## config.mk

```make
export PLATFORM = sky130hd
export DESIGN_NAME = fdtd_sweep_ctrl
export DESIGN_NICKNAME = d
export VERILOG_FILES = /design/src/rtl/fdtd_pkg.sv /design/src/rtl/fdtd_delay_line.sv /design/src/rtl/fdtd_sweep_ctrl.sv
export SDC_FILE = /design/constraint.sdc
export NUM_CORES = 1
export LEC_CHECK = 0
export CAP_MARGIN = 10
export CORE_MARGIN = 1.5
export CORE_UTILIZATION = 45
export CTS_CLUSTER_DIAMETER = 80
export DETAILED_ROUTE_END_ITERATION = 10
export GPL_ROUTABILITY_DRIVEN = 0
export PLACE_DENSITY_LB_ADDON = 0.12
export SETUP_SLACK_MARGIN = 0.5
export SKIP_LAST_GASP = 1
export SLEW_MARGIN = 20
export SYNTH_ARGS = -nofsm -noshare
export SYNTH_HDL_FRONTEND = slang
export SYNTH_SLANG_ARGS = --single-unit
```

## constraint.sdc

```tcl
create_clock -name CLK -period 7.4 [get_ports CLK]
set_input_delay 1.11 -clock CLK [delete_from_list [all_inputs] [get_ports CLK]]
set_output_delay 1.11 -clock CLK [all_outputs]
set_load 0.01 [all_outputs]
```

## src/rtl/fdtd_pkg.sv

```systemverilog
// Shared types and constants for the FDTD sweep controller.
package fdtd_pkg;

  // Legal range of the downstream calc-stage latency.
  localparam int unsigned CalcLatMin = 1;
  localparam int unsigned CalcLatMax = 8;

  // Sweep FSM states; SRC/SRC_DRAIN are only reachable with FDTD_SRC_INJECT_EN.
  typedef enum logic [2:0] {
    StIdle,
    StHy,
    StHyDrain,
    StEz,
    StEzDrain,
    StSrc,
    StSrcDrain,
    StDone
  } state_t;

endpackage

```

## src/rtl/fdtd_delay_line.sv

```systemverilog
// Fixed-depth shift register with synchronous active-high clear.
module fdtd_delay_line #(
  parameter int unsigned Width = 1,
  parameter int unsigned Depth = 1
) (
  input  logic             clk_i,
  input  logic             rst_i,
  input  logic [Width-1:0] d_i,
  output logic [Width-1:0] q_o
);

  logic [Width-1:0] stage_q [Depth];

  // Shift one stage per cycle; clearing drops everything in flight.
  always_ff @(posedge clk_i) begin
    if (rst_i) begin
      for (int i = 0; i < Depth; i++) stage_q[i] <= '0;
    end else begin
      stage_q[0] <= d_i;
      for (int i = 1; i < Depth; i++) stage_q[i] <= stage_q[i-1];
    end
  end

  assign q_o = stage_q[Depth-1];

endmodule

```

## src/rtl/fdtd_sweep_ctrl.sv

```systemverilog
// FDTD 1-D sweep controller: sequences Hy, Ez and (optionally) source-injection
// passes over N cells per timestep, with drain gaps covering the calc latency.
// Build option: define FDTD_SRC_INJECT_EN to enable the SRC/SRC_DRAIN phase.
module fdtd_sweep_ctrl
  import fdtd_pkg::*;
#(
  parameter int unsigned ADDR_WIDTH  = 10,
  parameter int unsigned TSTEP_WIDTH = 16,
  parameter int unsigned CALC_LAT    = 2
) (
  input  logic                   CLK,
  input  logic                   RST,
  input  logic                   start_i,
  input  logic [ADDR_WIDTH-1:0]  num_cells_i,
  input  logic [TSTEP_WIDTH-1:0] num_steps_i,
  input  logic [ADDR_WIDTH-1:0]  src_idx_i,
  output logic                   busy_o,
  output logic                   done_o,
  output logic                   calc_Hy_en_o,
  output logic                   calc_Ez_en_o,
  output logic                   calc_src_en_o,
  output logic [ADDR_WIDTH-1:0]  rd_addr_o,
  output logic                   wr_hy_en_o,
  output logic                   wr_ez_en_o,
  output logic [ADDR_WIDTH-1:0]  wr_addr_o,
  output logic [TSTEP_WIDTH-1:0] tstep_o
);

  if (CALC_LAT < CalcLatMin || CALC_LAT > CalcLatMax) begin : gen_bad_lat
    $error("CALC_LAT out of range");
  end

  localparam logic [ADDR_WIDTH-1:0]  AOne   = ADDR_WIDTH'(1);
  localparam logic [ADDR_WIDTH-1:0]  ATwo   = ADDR_WIDTH'(2);
  localparam logic [ADDR_WIDTH-1:0]  AThree = ADDR_WIDTH'(3);
  localparam logic [TSTEP_WIDTH-1:0] TOne   = TSTEP_WIDTH'(1);
  localparam logic [3:0]             LatLast = 4'(CALC_LAT - 1);

  state_t                 state_q, state_d;
  logic [ADDR_WIDTH-1:0]  cnt_q, cnt_d;
  logic [3:0]             lat_q, lat_d;
  logic [TSTEP_WIDTH-1:0] tstep_q, tstep_d;
  logic [ADDR_WIDTH-1:0]  cells_q;
  logic [TSTEP_WIDTH-1:0] steps_q;
  logic                   hy_en, ez_en, src_en;
  logic [ADDR_WIDTH-1:0]  rd_addr;
  logic                   last_step;
  logic                   accept;

`ifdef FDTD_SRC_INJECT_EN
  logic [ADDR_WIDTH-1:0]  src_q;
`else
  logic unused_src;
  assign unused_src = ^src_idx_i;
`endif

  assign accept    = (state_q == StIdle) && start_i;
  assign last_step = (tstep_q + TOne) == steps_q;

  // State, counters and timestep register.
  always_ff @(posedge CLK) begin
    if (RST) begin
      state_q <= StIdle;
      cnt_q   <= '0;
      lat_q   <= '0;
      tstep_q <= '0;
    end else begin
      state_q <= state_d;
      cnt_q   <= cnt_d;
      lat_q   <= lat_d;
      tstep_q <= tstep_d;
    end
  end

  // Run parameters are captured only when a start is accepted in IDLE.
  always_ff @(posedge CLK) begin
    if (RST) begin
      cells_q <= '0;
      steps_q <= '0;
`ifdef FDTD_SRC_INJECT_EN
      src_q   <= '0;
`endif
    end else if (accept) begin
      cells_q <= num_cells_i;
      steps_q <= num_steps_i;
`ifdef FDTD_SRC_INJECT_EN
      src_q   <= src_idx_i;
`endif
    end
  end

  // Next-state logic and per-phase calc enables.
  always_comb begin
    state_d = state_q;
    cnt_d   = cnt_q;
    lat_d   = lat_q;
    tstep_d = tstep_q;
    hy_en   = 1'b0;
    ez_en   = 1'b0;
    src_en  = 1'b0;
    rd_addr = '0;
    unique case (state_q)
      StIdle: begin
        if (start_i) begin
          cnt_d   = '0;
          lat_d   = '0;
          tstep_d = '0;
          state_d = (num_cells_i < AThree || num_steps_i == '0) ? StDone : StHy;
        end
      end
      StHy: begin
        hy_en   = 1'b1;
        rd_addr = cnt_q;
        if (cnt_q == cells_q - ATwo) begin
          cnt_d   = AOne;  // Ez pass starts at cell 1
          state_d = StHyDrain;
        end else begin
          cnt_d = cnt_q + AOne;
        end
      end
      StHyDrain: begin
        if (lat_q == LatLast) begin
          lat_d   = '0;
          state_d = StEz;
        end else begin
          lat_d = lat_q + 4'd1;
        end
      end
      StEz: begin
        ez_en   = 1'b1;
        rd_addr = cnt_q;
        if (cnt_q == cells_q - AOne) begin
          cnt_d   = '0;
          state_d = StEzDrain;
        end else begin
          cnt_d = cnt_q + AOne;
        end
      end
      StEzDrain: begin
        if (lat_q == LatLast) begin
          lat_d = '0;
`ifdef FDTD_SRC_INJECT_EN
          // Out-of-grid source: skip injection but keep the drain.
          state_d = (src_q < cells_q) ? StSrc : StSrcDrain;
`else
          tstep_d = tstep_q + TOne;
          state_d = last_step ? StDone : StHy;
`endif
        end else begin
          lat_d = lat_q + 4'd1;
        end
      end
`ifdef FDTD_SRC_INJECT_EN
      StSrc: begin
        src_en  = 1'b1;
        rd_addr = src_q;
        state_d = StSrcDrain;
      end
      StSrcDrain: begin
        if (lat_q == LatLast) begin
          lat_d   = '0;
          tstep_d = tstep_q + TOne;
          state_d = last_step ? StDone : StHy;
        end else begin
          lat_d = lat_q + 4'd1;
        end
      end
`endif
      StDone: begin
        state_d = StIdle;
      end
      default: begin
        state_d = StIdle;
      end
    endcase
  end

  // Write-back strobes and address trail the calc enables by CALC_LAT cycles.
  fdtd_delay_line #(
    .Width (ADDR_WIDTH + 2),
    .Depth (CALC_LAT)
  ) u_delay (
    .clk_i (CLK),
    .rst_i (RST),
    .d_i   ({hy_en, ez_en | src_en, rd_addr}),
    .q_o   ({wr_hy_en_o, wr_ez_en_o, wr_addr_o})
  );

  assign busy_o        = (state_q != StIdle);
  assign done_o        = (state_q == StDone);
  assign calc_Hy_en_o  = hy_en;
  assign calc_Ez_en_o  = ez_en;
  assign calc_src_en_o = src_en;
  assign rd_addr_o     = rd_addr;
  assign tstep_o       = tstep_q;

endmodule

```

==> flow_summary_export.csv <==
group,metric,value,unit
worst_hold_path,hold_class,"reg2reg",
floorplan,die_width,103,um
worst_setup_path,reg2reg_depth,6,
clocking,clock_latency,360,ps
floorplan,ioPinCount,82,
logic_synthesis,synthTopCellsByCount,"nand2_1 (87), dfxtp_1 (83), nor2_1 (54), a21oi_1 (41), clkbuf_1 (30)",
floorplan,initial_core_util,46.3,%
drt,routed_wl,10700,um
global_routing,grtUsageMet2,31.8,%
logic_synthesis,synth.distinct_cells,60,
clocking,cts_hold_buffers,0,
sta,fin_ws,3890,ps
logic_synthesis,mappedNetlistNets,624,
logic_synthesis,ys_seq_elements,83,
logic_synthesis,synth-main-ff-cell,"dfxtp_1",
sta,post-route-period-util,47.4,%
power,vdd_drop_max,0.0998,mV
power,power,1.07,mW
worst_setup_path,required,6290,ps
worst_hold_path,hp-start,"u_delay.stage_q[0][5]",
clocking,cts_root_buf,"clkbuf_8",
clocking,htreeDepth,3,
final_layout,area_growth,18.6,%
worst_setup_path,crit_arrival,2400,ps
global_routing,track_usage,20.9,%
sta,final_hold_viol_count,0,
sta,tns,0,ps
worst_hold_path,hold_end,"u_delay.stage_q[0][17]",
global_routing,overflow,0,
drt,drc,0,
clocking,cts.sink_count,83,
drt,ant_nets,0,
placed_design,hpwl,7750,um
global_routing,grt_first_pass_wirelength,17500,um
final_layout,antenna_cells,0,
logic_synthesis,synth-edff-count,0,
global_routing,grt_pass1_vias,3668,
drt,drtPass1Iterations,5,
logic_synthesis,yosysSeqAreaShare,36.9,%
clocking,cts_tree,"done",
clocking,cts_setup_buffers,0,
drt,avgRoutedWirePerCell,14.2,um
floorplan,die_area,10600,um^2
logic_synthesis,synth_area_leaders,"dfxtp_1 (37%), nand2_1 (7.2%), xnor2_1 (5.4%)",
sta,worstMarginPinSlew,952,ps
floorplan,fp.dieH,103,um
sta,max_freq,285,MHz
floorplan,row_count,36,
drt,vias_per_cell,5.50,
global_routing,grt-busiest-layer,"met2",
drt,drt_iter0_drc,184,
logic_synthesis,synth_top_area_share,36.9,%
logic_synthesis,synth.largest_area_cell,"dfxtp_1",
final_layout,final_area,5350,um^2
final_layout,final_layout_size_suffix_gt1_share,4.21,%
sta,clock_skew,8.49,ps
clocking,cts_buffers,9,
worst_setup_path,critPathMaxFanout,13,
sta,period_minus_slack,3510,ps
clocking,clk_pin_slew,90,ps
global_routing,grt_start_max_net_pins,67,
sta,setup_violations,0,
sta,rsz0062_at_grt,"false",
placed_design,portBuffers,70,
power,powerDensity,200,nW/um^2
power,cellLeakagePower,1.91,nW
logic_synthesis,syn_avg_cell_area,7.78,um^2
logic_synthesis,synthArstFlopShare,0,%
clocking,clock_path_buffers,2,
global_routing,met3_usage,3.32,%
worst_setup_path,r2r-end,"tstep_o[15]",
sta,slew_headroom,36.3,%
run_status,outcome,"complete, no violations",
global_routing,antenna_found_initial,0,
placed_design,pre_cts_ws,3980,ps
logic_synthesis,ys_warn_count,0,
global_routing,grtUsageMet1,29.8,%
drt,vias,4134,
worst_setup_path,path_class,"reg2out",
sta,maxSlewViolCount,0,
final_layout,nets,658,
placed_design,place_area,5140,um^2
logic_synthesis,syn-cell-area,4510,um^2
clocking,cts_resized,0,
worst_setup_path,crit_path_end_kind,"primary output",
job,cap_violations,0,
worst_hold_path,min_path_cells,1,
logic_synthesis,post-synth-top-count-cell,"nand2_1",
logic_synthesis,syn_inst,579,
worst_setup_path,r2r_slack,4600,ps
worst_setup_path,worstReg2RegStart,"state_q[1]",
floorplan,core_region_area,9730,um^2
worst_setup_path,critPathLaunchType,"flop",
-- how the worst max path moves through the flow --
stage / from / to / slack (ps) / cells after the start
global placement: start_i / tstep_o[12] / 4040 / 6
finish: state_q[0] / calc_Ez_en_o / 3890 / 4
floorplan: cells_q[4] / state_q[2] / 5000 / 9
global route: state_q[0] / calc_Ez_en_o / 3650 / 4
CTS: state_q[0] / calc_Ez_en_o / 3850 / 4
detailed placement: start_i / tstep_o[15] / 3980 / 6
-- logic make-up (layout without fill, tap and decap cells) --
kind of cell    after synthesis  after routing  share of synthesized area, %
simple gates                273            273                          30.2
compound gates              114            114                          16.4
flops                        83             83                          36.9
buf+inv                      57             96                          5.92
xor+xnor                     43             43                          8.36
fa+ha+maj                     6              6                          1.67
mux                           2              2                         0.472
other cells                   1              1                        0.0832
-- through the flow --
| stage | cells | hold slack [ps] | utilization (%) |
|---|---|---|---|
| 5_1_grt | 751 | 459 | 54.9 |
| 6_report | 751 | 441 | 54.9 |
| 3_5_place_dp | 735 | 421 | 52.8 |
| 3_3_place_gp | 735 | 417 | 52.8 |
| 4_1_cts | 751 | 443 | 54.9 |
| 2_1_floorplan | 579 | 414 | - |
-- cell type report --
type,instances,area (um^2)
tap,133,166
timing repair buffer,70,698
clock inverter,7,80.1
fill,947,4380
clock buffer,9,124
multi-input combinational,439,2580
inverter,10,37.5
sequential,83,1660
-- power by group --
part	leakage [nW]	switching [mW]	internal, mW	total, mW
Sequential	0.673	0.0340	0.468	0.502
Combinational	1.14	0.127	0.0955	0.222
Clock	0.0973	0.184	0.161	0.344
-- sequential cells by signal (all words and copies together) (netlist names) --
signal,count
cnt_q,10
u_delay.stage_q,24
tstep_o,16
state_q,3
lat_q,4
cells_q,10
steps_q,16
-- cell usage in the layout (no fill, tap or decap), types with 6 or more instances in the layout --
cell type,instances
nand4_1,6
nor2_1,54
clkdlybuf4s50_1,69
nand2_1,87
inv_1,10
nor3_1,11
or3_1,9
nand2b_1,9
o21ai_0,15
clkbuf_8,9
and3_1,10
nor4_1,18
xor2_1,15
a31oi_1,14
dfxtp_1,83
nand3_1,12
xnor2_1,28
ha_1,6
nor2b_1,17
a21oi_1,41
and2_1,23
-- critical path, cell delays in order, from the launching register on --
cell and delay, ps:
dfxtp_1 550, nor2b_1 660, nand2_1 220, inv_1 90
clkdlybuf4s50_1 530
-- routing by layer --
layer	vias to the layer above	wire (um)	share of wire, %
li1	2067	-	-
met1	1896	5260	49
met2	149	4600	43
met3	22	635	5.9
met4	0	200	1.9
met5	-	0	0
Power figures use the tool's default switching activity.
